File: src/rtl/sample_sink.sv
// ---------------------------------------------------------------------------
// sample_sink
//
// Receiving end of the tagged sample stream. Samples (payload + 16-bit tag)
// are accepted through a valid/ready handshake into a DEPTH-entry FIFO and
// handed to a downstream reader through a registered read port. A sequence
// checker compares each accepted tag against the expected next tag and
// records discontinuities.
//
// Parameters:
//   WIDTH  payload width in bits
//   DEPTH  FIFO entries (power of two, >= 2)
//   CW     occupancy count width, derived as $clog2(DEPTH)+1
//
// Ports:
//   CLK        clock, rising edge
//   RST        asynchronous active-low reset
//   in_valid   producer offers a sample on in_data/in_tag
//   in_data    sample payload
//   in_tag     sample sequence tag
//   in_ready   sink can accept a sample this cycle
//   rd_en      reader requests one sample
//   rd_valid   rd_data/rd_tag valid (one-cycle pulse)
//   rd_data    popped payload (holds when rd_valid is low)
//   rd_tag     popped tag (holds when rd_valid is low)
//   count      current FIFO occupancy, 0..DEPTH
//   full       count == DEPTH
//   empty      count == 0
//   seq_err    sticky tag-discontinuity flag
//   underflow  sticky read-while-empty flag
//   err_cnt    saturating count of tag discontinuities
//   clr_err    synchronous clear of seq_err, underflow and err_cnt
// ---------------------------------------------------------------------------
module sample_sink #(
    parameter int WIDTH = 8,
    parameter int DEPTH = 4,
    localparam int CW   = $clog2(DEPTH) + 1
) (
    input  logic             CLK,
    input  logic             RST,
    input  logic             in_valid,
    input  logic [WIDTH-1:0] in_data,
    input  logic [15:0]      in_tag,
    output logic             in_ready,
    input  logic             rd_en,
    output logic             rd_valid,
    output logic [WIDTH-1:0] rd_data,
    output logic [15:0]      rd_tag,
    output logic [CW-1:0]    count,
    output logic             full,
    output logic             empty,
    output logic             seq_err,
    output logic             underflow,
    output logic [15:0]      err_cnt,
    input  logic             clr_err
);

    localparam int AW = $clog2(DEPTH);

    logic [WIDTH-1:0] data_mem [DEPTH];
    logic [15:0]      tag_mem  [DEPTH];

    logic [AW-1:0] wr_ptr;
    logic [AW-1:0] rd_ptr;
    logic [15:0]   exp_tag;

    logic wr_accept;
    logic pop;
    logic underflow_event;
    logic tag_bad;

    // Status flags come only from the registered occupancy, so in_ready has
    // no combinational path from in_valid or rd_en. A full FIFO refuses a
    // write even if a read happens in the same cycle.
    assign full     = (count == CW'(DEPTH));
    assign empty    = (count == '0);
    assign in_ready = !full;

    // An empty FIFO never bypasses a same-cycle write to the read port; the
    // read is reported as underflow instead.
    assign wr_accept       = in_valid && !full;
    assign pop             = rd_en && !empty;
    assign underflow_event = rd_en && empty;
    assign tag_bad         = wr_accept && (in_tag != exp_tag);

    // Storage is not reset; pointers and count define which entries are live.
    always_ff @(posedge CLK) begin
        if (wr_accept) begin
            data_mem[wr_ptr] <= in_data;
            tag_mem[wr_ptr]  <= in_tag;
        end
    end

    // Pointers wrap naturally modulo DEPTH; count only moves when exactly one
    // of write/pop happens.
    always_ff @(posedge CLK or negedge RST) begin
        if (!RST) begin
            wr_ptr <= '0;
            rd_ptr <= '0;
            count  <= '0;
        end else begin
            if (wr_accept) begin
                wr_ptr <= wr_ptr + AW'(1);
            end
            if (pop) begin
                rd_ptr <= rd_ptr + AW'(1);
            end
            if (wr_accept && !pop) begin
                count <= count + CW'(1);
            end else if (pop && !wr_accept) begin
                count <= count - CW'(1);
            end
        end
    end

    // Registered read port: head entry appears the cycle after the pop, and
    // the data/tag registers hold their value between pops.
    always_ff @(posedge CLK or negedge RST) begin
        if (!RST) begin
            rd_valid <= 1'b0;
            rd_data  <= '0;
            rd_tag   <= '0;
        end else begin
            rd_valid <= pop;
            if (pop) begin
                rd_data <= data_mem[rd_ptr];
                rd_tag  <= tag_mem[rd_ptr];
            end
        end
    end

    // Sequence checker: every accepted write resyncs the expected tag to the
    // received tag plus one, so a single jump is counted once. Refused writes
    // are ignored.
    always_ff @(posedge CLK or negedge RST) begin
        if (!RST) begin
            exp_tag <= '0;
        end else if (wr_accept) begin
            exp_tag <= in_tag + 16'd1;
        end
    end

    // Error bookkeeping: an error event in the same cycle as clr_err wins, so
    // the flag ends set and the counter restarts at one.
    always_ff @(posedge CLK or negedge RST) begin
        if (!RST) begin
            seq_err   <= 1'b0;
            underflow <= 1'b0;
            err_cnt   <= '0;
        end else if (clr_err) begin
            seq_err   <= tag_bad;
            underflow <= underflow_event;
            err_cnt   <= tag_bad ? 16'd1 : 16'd0;
        end else begin
            if (tag_bad) begin
                seq_err <= 1'b1;
                if (err_cnt != 16'hFFFF) begin
                    err_cnt <= err_cnt + 16'd1;
                end
            end
            if (underflow_event) begin
                underflow <= 1'b1;
            end
        end
    end

endmodule

File: config.mk
export PLATFORM = sky130hd
export DESIGN_NAME = sample_sink
export DESIGN_NICKNAME = d
export VERILOG_FILES = /design/src/rtl/sample_sink.sv
export SDC_FILE = /design/constraint.sdc
export NUM_CORES = 1
export LEC_CHECK = 0
export ABC_AREA = 1
export CAP_MARGIN = 0
export CORE_MARGIN = 4
export CORE_UTILIZATION = 45
export DETAILED_ROUTE_END_ITERATION = 6
export PLACE_DENSITY = 0.66
export SYNTH_ARGS = -nofsm -noshare
export SYNTH_HDL_FRONTEND = slang
export SYNTH_SLANG_ARGS = --single-unit
File: constraint.sdc
create_clock -name CLK -period 2.96 [get_ports CLK]
set_input_delay 0.592 -clock CLK [delete_from_list [all_inputs] [get_ports CLK]]
set_output_delay 0.592 -clock CLK [all_outputs]
set_load 0.01 [all_outputs]
[Word level (Yosys, flattened, before mapping)]
Memory sizes are Yosys's and may differ from the RTL's. A register that Yosys moved wholly into a read port is not among the register bits.
Index checks and enable logic that the tools add are counted.
Word-level totals
  bits in registers: 42
  bits in latches: 0
  RAM bits: 96
  memory bits (read-only): 0
  input bits: 29
  output and inout port bits: 49
  word-level logic and storage cells: 49
  memories: 2
Memory list
  tag_mem: words 4, width 16, read ports 1, clocked after Yosys merged registers in 1, write ports 1, RTL line 61  | logic [15:0] tag_mem [DEPTH];
  data_mem: words 4, width 8, read ports 1, clocked after Yosys merged registers in 1, write ports 1, RTL line 60  | logic [WIDTH-1:0] data_mem [DEPTH];
Operators by class
  add/subtract/negate cells: 6
  multipliers: 0
  divide/modulo/power cells: 0
  order comparisons: 0
  equality and inequality tests: 3
  shift-type cells: 0
  mux-type cells: 12
  bitwise gates (word level): 0
  reductions and logical operators: 18
Operators with widths (count)
  16-bit 2-to-1 mux: 3
  16-bit by 1-bit adder with 16-bit output, second input constant: 2
  16-bit != test: 1
  16-bit != test, second input constant: 1
  2-bit nonzero test: 4
  1-bit 2-to-1 mux: 7
  1-bit logical AND: 6
  1-bit zero test: 6
  3-bit 2-to-1 mux: 2
  2-bit by 1-bit adder with 2-bit output, second input constant: 2
  3-bit by 1-bit adder with 3-bit output, second input constant: 1
  3-bit equality test, second input constant: 1
  3-bit zero test: 1
  3-bit by 1-bit subtractor with 3-bit output, second input constant: 1
  2-bit AND reduction: 1

[Longest topological paths before layout]
Gate-level depths: netlist of the first run.
  word-level depth: 7
  gate-level depth with buffers: 12
  depth with buffers taken out: 11

[Worst setup path before layout of the first run]
OpenSTA, ideal clock, no wires.
  kind: reg2reg
  start point: register count[0]
  end point: memory data_mem[0][0], enable pin
  data arrival time: 2.051 ns
  slack: 0.504 ns
  stages on the path, launching flop included: 6
  period minus slack after synthesis: 2.456 ns
  cells stage by stage: dfrtp_1 nor3_2 inv_2 nand2_2 clkbuf_1 nor2_1
Between the ends
  word-level cells in the longest chain between the ends: 5
Ends and longest elaborated chain
  start, declared: RTL line 49  | output logic [CW-1:0] count,
  start signal, assigned: RTL line 109  | count <= count + CW'(1);
  start signal, assigned: RTL line 111  | count <= count - CW'(1);
  3-bit equality test: RTL line 75  | assign full = (count == CW'(DEPTH));
  named net full: RTL line 50  | output logic full,
  1-bit zero test
  named net in_ready: RTL line 44  | output logic in_ready,
  1-bit logical AND: RTL line 81  | assign wr_accept = in_valid && !full;
  1-bit 2-to-1 mux: RTL line 88  | if (wr_accept) begin
  1-bit 2-to-1 mux (implied by the code): RTL line 89  | data_mem[wr_ptr] <= in_data;
  end, declared: RTL line 60
The timed path passes the listed nets, and every way through them passes these cells.

[Worst setup path after layout of the first run]
  start point: register count[0]
  end point: output port empty
Between the ends
  word-level cells in the longest chain between the ends: 1
Ends and longest elaborated chain
  3-bit zero test: RTL line 76  | assign empty = (count == '0);
  end, declared: RTL line 51  | output logic empty,
Every way passes these cells.

==> results of run 1 <==
## layout make-up
class                      count  area [um2]
tap                          211         264
multi-input combinational    474        2290
sequential                   162        4530
fill                        1294        6640
clock buffer                  25         485
inverter                      60         225
timing repair buffer          92         878
clock inverter                 6        57.6
## per-layer routing
layer,vias up,track usage [%],wire length [um]
met5,-,0,0
met1,2530,25.4,7500
met2,130,30.4,7600
met4,0,6.84,265
met3,22,3.71,693
li1,2565,-,-
## kinds of logic (layout without fill, tap and decap cells)
kind of cell | count (synthesis) | count (layout) | share of synthesized area [%]
AO/OA/AOI/OAI | 106 | 106 | 8.22
XOR/XNOR | 19 | 19 | 2.32
adder cells (fa/ha/maj) | 8 | 8 | 1.50
buffers and inverters | 89 | 183 | 4.91
flip-flops | 162 | 162 | 63.3
multiplexers | 1 | 1 | 0.157
AND/OR/NAND/NOR | 340 | 340 | 19.5
## stage by stage
step | cells | worst slack (ns) | hold slack (ns) | total power [mW]
5_1_grt | 1030 | 0.263 | 0.200 | 8.25
2_1_floorplan | 725 | 0.504 | 0.296 | 4.73
3_5_place_dp | 999 | 0.382 | 0.499 | 5.79
3_3_place_gp | 999 | 0.431 | 0.494 | 5.70
4_1_cts | 1030 | 0.330 | 0.178 | 7.83
6_report | 1030 | 0.375 | 0.154 | 7.75
## power breakdown
group / switching [mW] / internal, mW
logic: 1.44 / 0.991
registers: 0.278 / 3.01
clock network: 0.821 / 1.21
## layout by cell type (no fill, tap or decap), types with 4 or more instances in the layout
master,netlist,layout
clkbuf_1,22,5
ha_1,7,7
o21ai_0,66,66
nand4_1,5,5
xnor2_1,4,4
nor3_1,7,7
nand3_1,26,26
a21oi_1,4,4
dfrtp_1,66,66
clkdlybuf4s50_1,0,76
clkinv_2,0,4
inv_2,7,7
inv_1,52,52
clkbuf_16,0,17
edfxtp_1,96,96
nor2_1,168,163
nor2_2,0,4
buf_4,0,15
nand2_1,123,123
a31oi_1,25,25
xor2_1,15,15
## worst max-delay path by stage
stage              start  slack, ns  cells after the start             end
2_1_floorplan   count[0]       0.50                      5  data_mem[0][0]
3_3_place_gp   in_tag[6]       0.43                     12     err_cnt[14]
3_5_place_dp   in_tag[6]       0.38                     12      err_cnt[1]
4_1_cts         count[0]       0.33                      2           empty
5_1_grt         count[0]       0.26                      2           empty
6_report        count[0]       0.37                      2           empty
## flip-flops by register name (all words and copies together), names as in the netlist, 2 cells and up
register  cells
count         3
exp_tag      16
rd_ptr        2
rd_tag       16
rd_data       8
wr_ptr        2
err_cnt      16
tag_mem      64
data_mem     32
## worst max-delay path, delay by kind of cell, from the launching register on
kind          cells  cell delay [ns]
flops             1             0.46
buf+inv           1             0.64
simple gates      1             0.48
==> metrics.csv, run 1 <==
metric,value,unit
routed_wl,16100,um
core-area,15400,um2
reg2reg_slack,0.73,ns
fp.dieH,134,um
drv_slew,0,
num_io_pins,78,
hold_path_class,in -> async,
crit_type,reg -> out,
avgSynthCellArea,9.87,um2
cts_setup_buffers,0,
clkLatencyLatePin,0.42,ns
synth_area_leaders,"edfxtp_1 40%, dfrtp_1 23%, nor2_1 8.8%",
cp_cell_sequence,"nor3_1, clkdlybuf4s50_1",
clock-sinks,162,
grt_pass1_vias,5150,
peakVddDrop,0.754,mV
cts.repair.resized,0,
worst_slew_pin_slew,0.938,ns
yosysWarnings,0,
clk_pin_slew,0.06,ns
tns,0,ns
drv_cap,0,
cts_tree,built,
synthesis.nets,762,
cp_slowest_stage_delay,0.64,ns
netlist.area_leader.share,40.3,%
p_leak,3.50,nW
arrival,1.99,ns
synth.distinct_cells,36,
gr-total-overflow,0,
cp_max_fo,5,
die_x,134,um
first_iter_violations,326,
syn_area,7160,um2
cts_buffer_depth,2,
yosys.area.top_type,edfxtp_1,
post-route-period-util,87.3,%
r2r_cells,9,
htree_levels,4,
synth_seq_cells,162,
wl_per_cell,15.6,um
ys_seq_area_share,63.3,%
fin_util,56.8,%
cp_data_required_time,2.37,ns
dieArea,18000,um2
synth_ff_type,edfxtp_1,
ant_nets,0,
hpwl,9970,um
synthArstFlopShare,40.7,%
start_kind,flop,
end_kind,output port,
rsz0062_at_grt,false,
holdBufCountCts,0,
synth_edf_count,96,
fin_nets,844,
timing.fmax,387,MHz
vias,5247,
synthToLayoutAreaGrowth,22.0,%
outcome,"finished, final reports clean",
grt_pass1_wl,26500,um
hold_viol,0,
port_buffers,77,
synth_common_cells,"168 x nor2_1, 123 x nand2_1, 96 x edfxtp_1",
synthCells,725,
setup_viol,0,
initial_core_util,46.6,%
grt_use_total,18.8,%
yosysMostFrequentCell,nor2_1,
viasPerCell,5.09,
drt_first_pass_iters,4,
antenna-diode-count,0,
r2r-end,count[2],
finClkSkew,0.00659,ns
cts_buffers,17,
place_area,8190,um2
root_buffer,clkbuf_16,
place_congestion,0.773,
relSlewSlack,37.4,%
fin_area,8730,um2
rows,45,
power.density,887,nW/um2
antenna_found_initial,0,
fin_crit,2.59,ns
grt_start_max_net_pins,51,
layout-drive-gt1-share,7.94,%
reg2reg_from,count[0],
slowest_stage,clkdlybuf4s50_1,
drc,0,
(Power assumes the default switching activity.)
==> run 2: changes to the inputs <==
--- a/config.mk
+++ b/config.mk
@@ -10,5 +10,4 @@
 export CORE_MARGIN = 4
-export CORE_UTILIZATION = 45
+export CORE_UTILIZATION = 36
 export DETAILED_ROUTE_END_ITERATION = 6
-export PLACE_DENSITY = 0.66
 export SYNTH_ARGS = -nofsm -noshare
--- a/constraint.sdc
+++ b/constraint.sdc
@@ -3,2 +3,2 @@
 set_output_delay 0.592 -clock CLK [all_outputs]
-set_load 0.01 [all_outputs]
+set_load 0.1 [all_outputs]
==> metrics.csv, run 2 (synthesis results as in run 1) <==
metric,value,unit,change
grt_pass1_wl,26000,um,-1.7%
place_congestion,0.830,,+7.4%
initial_core_util,36.7,%,-9.9 points
root_buffer,clkbuf_16,,
rsz0062_at_grt,false,,
cp_data_required_time,2.37,ns,about the same
multiInputGateArea,2340,um2,+2.1%
timing.fmax,459,MHz,+19%
mostFrequentLayoutCells,"163 x nor2_1, 123 x nand2_1, 96 x edfxtp_1, 71 x buf_4, 66 x o21ai_0",,
port_buffers,77,,unchanged
end_kind,output port,,
die_x,149,um,+11%
layout.cells.non_filler,1091,,+5.9%
antenna_found_initial,0,,unchanged
hold_path_class,in -> async,,
core-area,19500,um2,+27%
hold_viol,0,,unchanged
dieArea,22200,um2,+23%
fin_nets,851,,+0.83%
top_regs,"tag_mem x64, data_mem x32",,
fin_area,8820,um2,+1.0%
placedCellCount,1060,,+6.1%
first_iter_violations,327,,+0.31%
p_leak,3.61,nW,+3.0%
htree_levels,4,,unchanged
drc,0,,unchanged
cts.repair.resized,0,,unchanged
grt_pass1_vias,4952,,-3.8%
rows,51,,+13%
slowest_stage,dfrtp_4,,
fin_crit,2.18,ns,-0.406 ns
fillers,1866,,+44%
place_area,8280,um2,+1.1%
clk_pin_slew,0.06,ns,about the same
seq_area,4540,um2,+0.19%
layout-drive-gt1-share,15.5,%,+7.6 points
post-route-period-util,73.6,%,-14 points
layout_commonest_cell,nor2_1,,
largest_reg_flops,64,,unchanged
power.density,1060,nW/um2,+20%
holdBufCountCts,0,,unchanged
fin_util,45.2,%,-12 points
cpLargestDelayFamily,flip-flops,,
cp_cell_sequence,"nor3_4, bufinv_8, buf_4",,
vias,5161,,-1.6%
fp.dieH,149,um,+11%
grt_use_total,15.1,%,-3.7 points
antenna-diode-count,0,,unchanged
synthToLayoutAreaGrowth,23.3,%,
worst_slew_pin_slew,0.972,ns,+0.0342 ns
crit_type,reg -> out,,
gr-total-overflow,0,,unchanged
clock-sinks,162,,unchanged
drv_cap,0,,unchanged
cp_max_fo,5,,unchanged
clkLatencyLatePin,0.43,ns,about the same
finalPower,9.35,mW,+21%
peakVddDrop,0.490,mV,-35%
start_kind,flop,,
cts_buffers,17,,unchanged
largest-register,tag_mem,,
setup_viol,0,,unchanged
finClkSkew,0.0114,ns,+0.00482 ns
routed_wl,16000,um,-0.39%
drv_slew,0,,unchanged
crit_buf_inv,2,,+1
wl_per_cell,14.7,um,-6.0%
cp_slowest_stage_delay,0.52,ns,-0.12 ns
cts_setup_buffers,0,,unchanged
outcome,"finished, final reports clean",,
hpwl,10300,um,+3.4%
viasPerCell,4.73,,-7.1%
num_io_pins,78,,unchanged
cts_buffer_depth,2,,unchanged
arrival,1.59,ns,-0.40 ns
grt_start_max_net_pins,51,,unchanged
cts_tree,built,,
drt_first_pass_iters,4,,unchanged
relSlewSlack,35.1,%,-2.3 points
ant_nets,0,,unchanged
[run 2: cell count changes in the layout (fill, tap and decap cells not counted), moves of 2 or more]
| cell | delta |
|---|---|
| dfrtp_4 | +2 |
| clkbuf_8 | -2 |
| buf_4 | +56 |
| clkinv_4 | +3 |
| clkdlybuf4s50_1 | -49 |
| inv_1 | -2 |
| clkinv_2 | -2 |
| dfrtp_1 | -3 |
| nor3_4 | +2 |
[run 2: per-stage QoR]
stage | setup WS, ns | TNS (ns) | hold WS, ns
floorplan | -0.230 | -0.286 | 0.296
global placement | 0.376 | 0 | 0.493
detailed placement | 0.334 | 0 | 0.502
CTS | 0.750 | 0 | 0.130
global route | 0.592 | 0 | 0.148
finish | 0.781 | 0 | 0.119
[run 2: area by class of cell]
type / count / area share (%)
tap: 265 / 3.76
multi-input combinational: 474 / 26.5
sequential: 162 / 51.5
inverter: 60 / 2.82
timing repair buffer: 99 / 9.33
clock inverter: 9 / 0.964
clock buffer: 22 / 5.15
[run 2: worst register-to-register path, cell delays in order, from the launching register on]
cell and delay (ns):
dfrtp_4 0.51, inv_4 0.08, nor3_4 0.04, bufinv_8 0.19
nand2_8 0.06, inv_8 0.11, ha_4 0.14, inv_2 0.04
fa_1 0.43, a21oi_1 0.14, o21ai_0 0.11, xor2_1 0.15
[run 2: layer usage]
metal / part of all wire (%) / wire length (um) / up-vias / track usage [%]
li1: - / - / 2593 / -
met1: 47 / 7540 / 2465 / 20.3
met2: 47 / 7570 / 87 / 24.0
met3: 4.3 / 680 / 16 / 3.86
met4: 1.2 / 197 / 0 / 4.85
met5: 0 / 0 / - / 0
[run 2: final timing paths]
| kind | startpoint | depth (start not counted) | slack [ns] | end |
|---|---|---|---|---|
| worst max-delay path | count[0] | 3 | 0.78 | in_ready |
| worst min-delay path | RST | 1 | 0.12 | rd_tag[2] |
| worst max register to register | count[2] | 11 | 0.84 | count[2] |
| max in group asynchronous | RST | 2 | 2.27 | wr_ptr[0] |
| worst min register to register | exp_tag[5] | 2 | 0.51 | exp_tag[5] |
| min in group CLK | exp_tag[5] | 2 | 0.51 | exp_tag[5] |
[run 2: report_power, final]
group          switching [mW]  total, mW  internal [mW]
Clock                   0.854       2.03           1.17
Combinational            2.99       3.98          0.984
Sequential              0.339       3.35           3.01
==> run 3: changes to the inputs <==
Clock period 2.96 ns to 1.75 ns, I/O delays scaled along.
==> metrics.csv, run 3 (synthesis results as in run 1) <==
metric,value,unit,change
outcome,"finished, violations left",,
failed_checks,setup timing,,
port_buffers,77,,unchanged
peakVddDrop,0.773,mV,+58%
layout_commonest_cell,nor2_1,,
drc,0,,unchanged
htree_levels,4,,unchanged
cp_max_fo,3,,-2
finalPower,17.9,mW,+91%
cp_data_required_time,2.04,ns,-0.33 ns
fin_util,52.0,%,+6.8 points
antenna_found_initial,0,,unchanged
place_area,9470,um2,+14%
hold_viol,0,,unchanged
hpwl,11400,um,+11%
largest-register,tag_mem,,
routed_wl,16600,um,+3.5%
cts_buffer_depth,2,,unchanged
clock-sinks,162,,unchanged
relSlewSlack,64.0,%,+29 points
worst_slew_pin_slew,0.540,ns,-0.432 ns
clk_pin_slew,0.06,ns,about the same
r2r-end,count[1],,
fin_nets,922,,+8.3%
min_path_cells,1,,
path_depth,8,,+5
grt_start_max_net_pins,51,,unchanged
fin_crit,2.00,ns,
met1_usage,19.4,%,-0.84 points
vias,5362,,+3.9%
setup_viol,101,,+101
grt_pass1_vias,5131,,+3.6%
layout-drive-gt1-share,23.3,%,+7.8 points
p_leak,4.25,nW,+18%
slowest_stage,dfrtp_4,,
clkLatencyLatePin,0.42,ns,about the same
start_kind,flop,,
cts_tree,built,,
grt_pass1_wl,26400,um,+1.5%
finClkSkew,0.0160,ns,+0.00457 ns
rows,51,,unchanged
drt_first_pass_iters,4,,unchanged
root_buffer,clkbuf_16,,
largest_reg_flops,64,,unchanged
viasPerCell,4.61,,-2.5%
rsz0062_at_grt,true,,
cp_slowest_stage_delay,0.51,ns,about the same
fillers,1707,,-8.5%
fp.dieH,149,um,unchanged
antenna-diode-count,0,,unchanged
cpLargestDelayFamily,adder cells,,
cts_buffers,17,,unchanged
power.density,1760,nW/um2,+66%
reg2reg_slack,-0.25,ns,-1.09 ns
grt_use_total,15.3,%,+0.28 points
post-route-period-util,114,%,
num_io_pins,78,,unchanged
top_regs,"tag_mem x64, data_mem x32",,
top_usage_layer,met2,,
synthToLayoutAreaGrowth,41.8,%,
timing.fmax,500,MHz,
tns,-8.05,ns,-8.05 ns
grtUsageMet3,4.41,%,+0.55 points
fin_area,10100,um2,+15%
place_congestion,0.786,,-5.3%
end_kind,flop,,
dieArea,22200,um2,unchanged
cp_cell_sequence,"nor3_4, bufinv_8, nand2_8, inv_8, ha_4, inv_4, fa_2, mux2_4",,
initial_core_util,36.7,%,unchanged
gr-total-overflow,0,,unchanged
hold_path_class,in -> reg,,
timing.final.ws_setup,-0.251,ns,-1.03 ns
core-area,19500,um2,unchanged
arrival,2.29,ns,+0.70 ns
drv_cap,0,,unchanged
crit_type,reg -> reg,,
critPathLaunch,count[0],,
r2r_cells,8,,-3
die_x,149,um,unchanged
crit_buf_inv,3,,+1
met2_usage,26.1,%,+2.1 points
first_iter_violations,285,,-13%
ant_nets,0,,unchanged
endpoint,count[1],,
wl_per_cell,14.2,um,-2.9%
drv_slew,0,,unchanged
mostFrequentLayoutCells,"162 x nor2_1, 122 x nand2_1, 96 x edfxtp_1, 86 x buf_4, 65 x o21ai_0",,
reg2reg_from,count[0],,
run 3: cell types whose count changed in the layout (fill, tap and decap cells not counted), sizes merged:
cell,previous run,this run
buf,72,142
clkdlybuf4s50,27,23
dlymetal6s2s,0,4
bufinv,2,4
clkbuf,22,24
clkinv,7,5
clkinvlp,2,1
dlygate4sd3,0,1
run 3: what timing repair did:
action,in CTS,in global routing
gates cloned,0,1
endpoints found under the hold margin,17,0
pin swaps,2,2
setup endpoints to repair,101,120
hold buffers,1,0
gates resized for setup,2,15
setup buffers,2,0
run 3: power by group:
part           total, mW  switching, mW  internal, mW
clock network       3.81           1.42          2.40
logic               8.36           5.33          3.03
registers           5.73          0.627          5.10
run 3: layout make-up:
class / count / area (um2) / area share, %
clock buffer: 24 / 492 / 4.84
clock inverter: 8 / 125 / 1.23
inverter: 60 / 251 / 2.48
multi-input combinational: 474 / 2380 / 23.4
sequential: 162 / 4540 / 44.8
tap: 265 / 332 / 3.27
timing repair buffer: 170 / 2030 / 20.0
run 3: worst min path at each step:
stage	from	end	slack, ns
floorplan	RST	count[1]	0.05
global placement	RST	rd_ptr[0]	0.29
detailed placement	RST	rd_ptr[0]	0.28
CTS	RST	err_cnt[0]	0.39
global route	in_tag[8]	tag_mem[3][8]	0.37
finish	in_tag[8]	tag_mem[3][8]	0.37
run 3: metrics by stage:
| stage | setup slack (ns) | hold slack, ns | std cells |
|---|---|---|---|
| floorplan | -1.44 | 0.0544 | 725 |
| global placement | -0.411 | 0.285 | 1129 |
| detailed placement | -0.412 | 0.283 | 1129 |
| CTS | -0.245 | 0.385 | 1163 |
| global route | -0.307 | 0.371 | 1163 |
| finish | -0.251 | 0.374 | 1163 |
run 3: per-layer routing:
| metal | vias up | share of wire, % |
|---|---|---|
| met4 | 0 | 0.68 |
| li1 | 2727 | - |
| met1 | 2527 | 44 |
| met3 | 8 | 5.4 |
| met2 | 100 | 50 |
| met5 | - | 0 |
==> RTL edit, RTL diff (config.mk and constraints of run 1) <==
`DEPTH`: 4 -> 2.
--- a/src/rtl/sample_sink.sv
+++ b/src/rtl/sample_sink.sv
@@ -35,3 +35,3 @@
     parameter int WIDTH = 8,
-    parameter int DEPTH = 4,
+    parameter int DEPTH = 2,
     localparam int CW   = $clog2(DEPTH) + 1
Interface: changed (resized count); port bits go from 78 to 77. The function was not compared with the original's and may differ.
==> RTL edit against run 1 <==
- die area fell by 28%
- largest power group unchanged
- core utilization decreased by 0.46 points
- critical path type is now in2reg
- largest cell class unchanged
- sequential cell count is 51 lower
- total power is 36% lower
- highest routed layer unchanged
- setup slack improved by 0.39 ns
- final area down 30%
- wire length is 33% lower
- first-iteration DRC count is 19% lower
- global-route usage is 1.2 points lower
- synthesized area decreased by 30%
==> RTL edit: results (changes against run 1) <==
grt_first_pass_wirelength_mm: 18.11  # -32%
vias: 3779  # -28%
worst_pin_slew_ns: 0.7209  # -0.2171 ns
synth_common_cells: "nand2_1 (172), nor2_1 (72), dfrtp_1 (63)"
place_area_sq_mm: 0.005957  # -27%
cts_inserted_buffers: 9  # -8
hpwlAfterDp_mm: 7.489  # -25%
clk_pin_slew_ns: 0.11  # +0.05 ns
synth_fp_nets: 579  # -24%
path_max_fanout: 6  # +1
place_congestion: 0.8128  # +5.2%
dp_cells: 751  # -25%
grt_max_degree: 50  # -2.0%
synth_edf_count: 48  # -50%
largest_register_ffs: 32  # -50%
synthTopCellsByArea: "dfrtp_1 (31%), edfxtp_1 (29%), nand2_1 (13%)"
synth_cells: 547  # -25%
vdd_drop_max_v: 0.0004397  # -42%
port_buffers: 76  # -1.3%
intPower_mw: 3.213  # -38%
cts-root-buf: "clkbuf_8"
skew_ns: 0.01089  # +0.004300 ns
track_usage_pct: 17.55  # -1.2 points
cts_max_level: 3  # -1
firstDrtPassIters: 5  # +1
status: "complete, no violations"
grt_pass1_vias: 3737  # -27%
RTL edit: cell count changes after synthesis, sizes merged, moves of 4 or more:
cell / change
o21ai: -49
ha: -4
edfxtp: -48
nand2: +49
nor2: -95
clkbuf: -9
inv: -8
nor3: -4
RTL edit: layout make-up:
type / instances / area [sq um]
Tap cell: 140 / 175.2
Fill cell: 996 / 4751
Clock buffer: 10 / 127.6
Timing Repair Buffer: 83 / 820.8
Sequential cell: 111 / 3018
Clock inverter: 6 / 52.55
Inverter: 51 / 191.4
Multi-Input combinational cell: 366 / 1752
RTL edit: routing by layer:
metal  share of wire, %  vias up  wire length (um)  GRT usage [%]
met5                  0        -                 0              0
met3                3.5        7               376          3.342
met4               0.94        0               102          5.067
li1                   -     1913                 -              -
met1                 44     1793              4735          21.91
met2                 52       66              5618          31.10
RTL edit: critical path: cells and delay by family:
kind	cells	cell delay (ns)
adder cells (fa/ha/maj)	1	0.24
AND/OR/NAND/NOR	6	0.76
XOR/XNOR	1	0.16
AO/OA/AOI/OAI	1	0.08
buffers and inverters	1	0.59
RTL edit: worst paths after layout:
| kind | from | slack [ns] | to | cells after the start |
|---|---|---|---|---|
| setup / recovery | in_tag[1] | 0.77 | exp_tag[10] | 10 |
| hold / removal | RST | 0.23 | rd_tag[4] | 1 |
| setup reg to reg | err_cnt[0] | 1.05 | err_cnt[12] | 10 |
| hold reg to reg | tag_mem[1][6] | 0.52 | rd_tag[6] | 2 |
| max in group asynchronous | RST | 2.07 | exp_tag[6] | 2 |
| min in group CLK | tag_mem[1][6] | 0.52 | rd_tag[6] | 2 |
RTL edit: cells by family after synthesis:
| group | Yosys count | share of synthesized area [%] |
|---|---|---|
| adder cells (fa/ha/maj) | 3 | 0.7441 |
| XOR/XNOR | 21 | 3.646 |
| AO/OA/AOI/OAI | 52 | 6.052 |
| flip-flops | 111 | 59.82 |
| buffers and inverters | 70 | 5.556 |
| AND/OR/NAND/NOR | 290 | 24.18 |
RTL edit: metrics by stage:
| step | hold slack, ns | worst slack, ns |
|---|---|---|
| 6_report | 0.2276 | 0.7665 |
| 5_1_grt | 0.2615 | 0.5754 |
| 4_1_cts | 0.2414 | 0.7694 |
| 3_5_place_dp | 0.5013 | 0.4037 |
| 3_3_place_gp | 0.4900 | 0.4683 |
| 2_1_floorplan | 0.2964 | 0.4838 |
RTL edit: power groups by stage:
stage	clock (mW)	combinational [mW]	sequential [mW]
CTS	0.874	1.77	2.36
floorplan	0	0.895	2.45
detailed placement	0	1.77	2.39
global placement	0	1.73	2.37
finish	0.846	1.75	2.35
global route	0.944	1.95	2.41
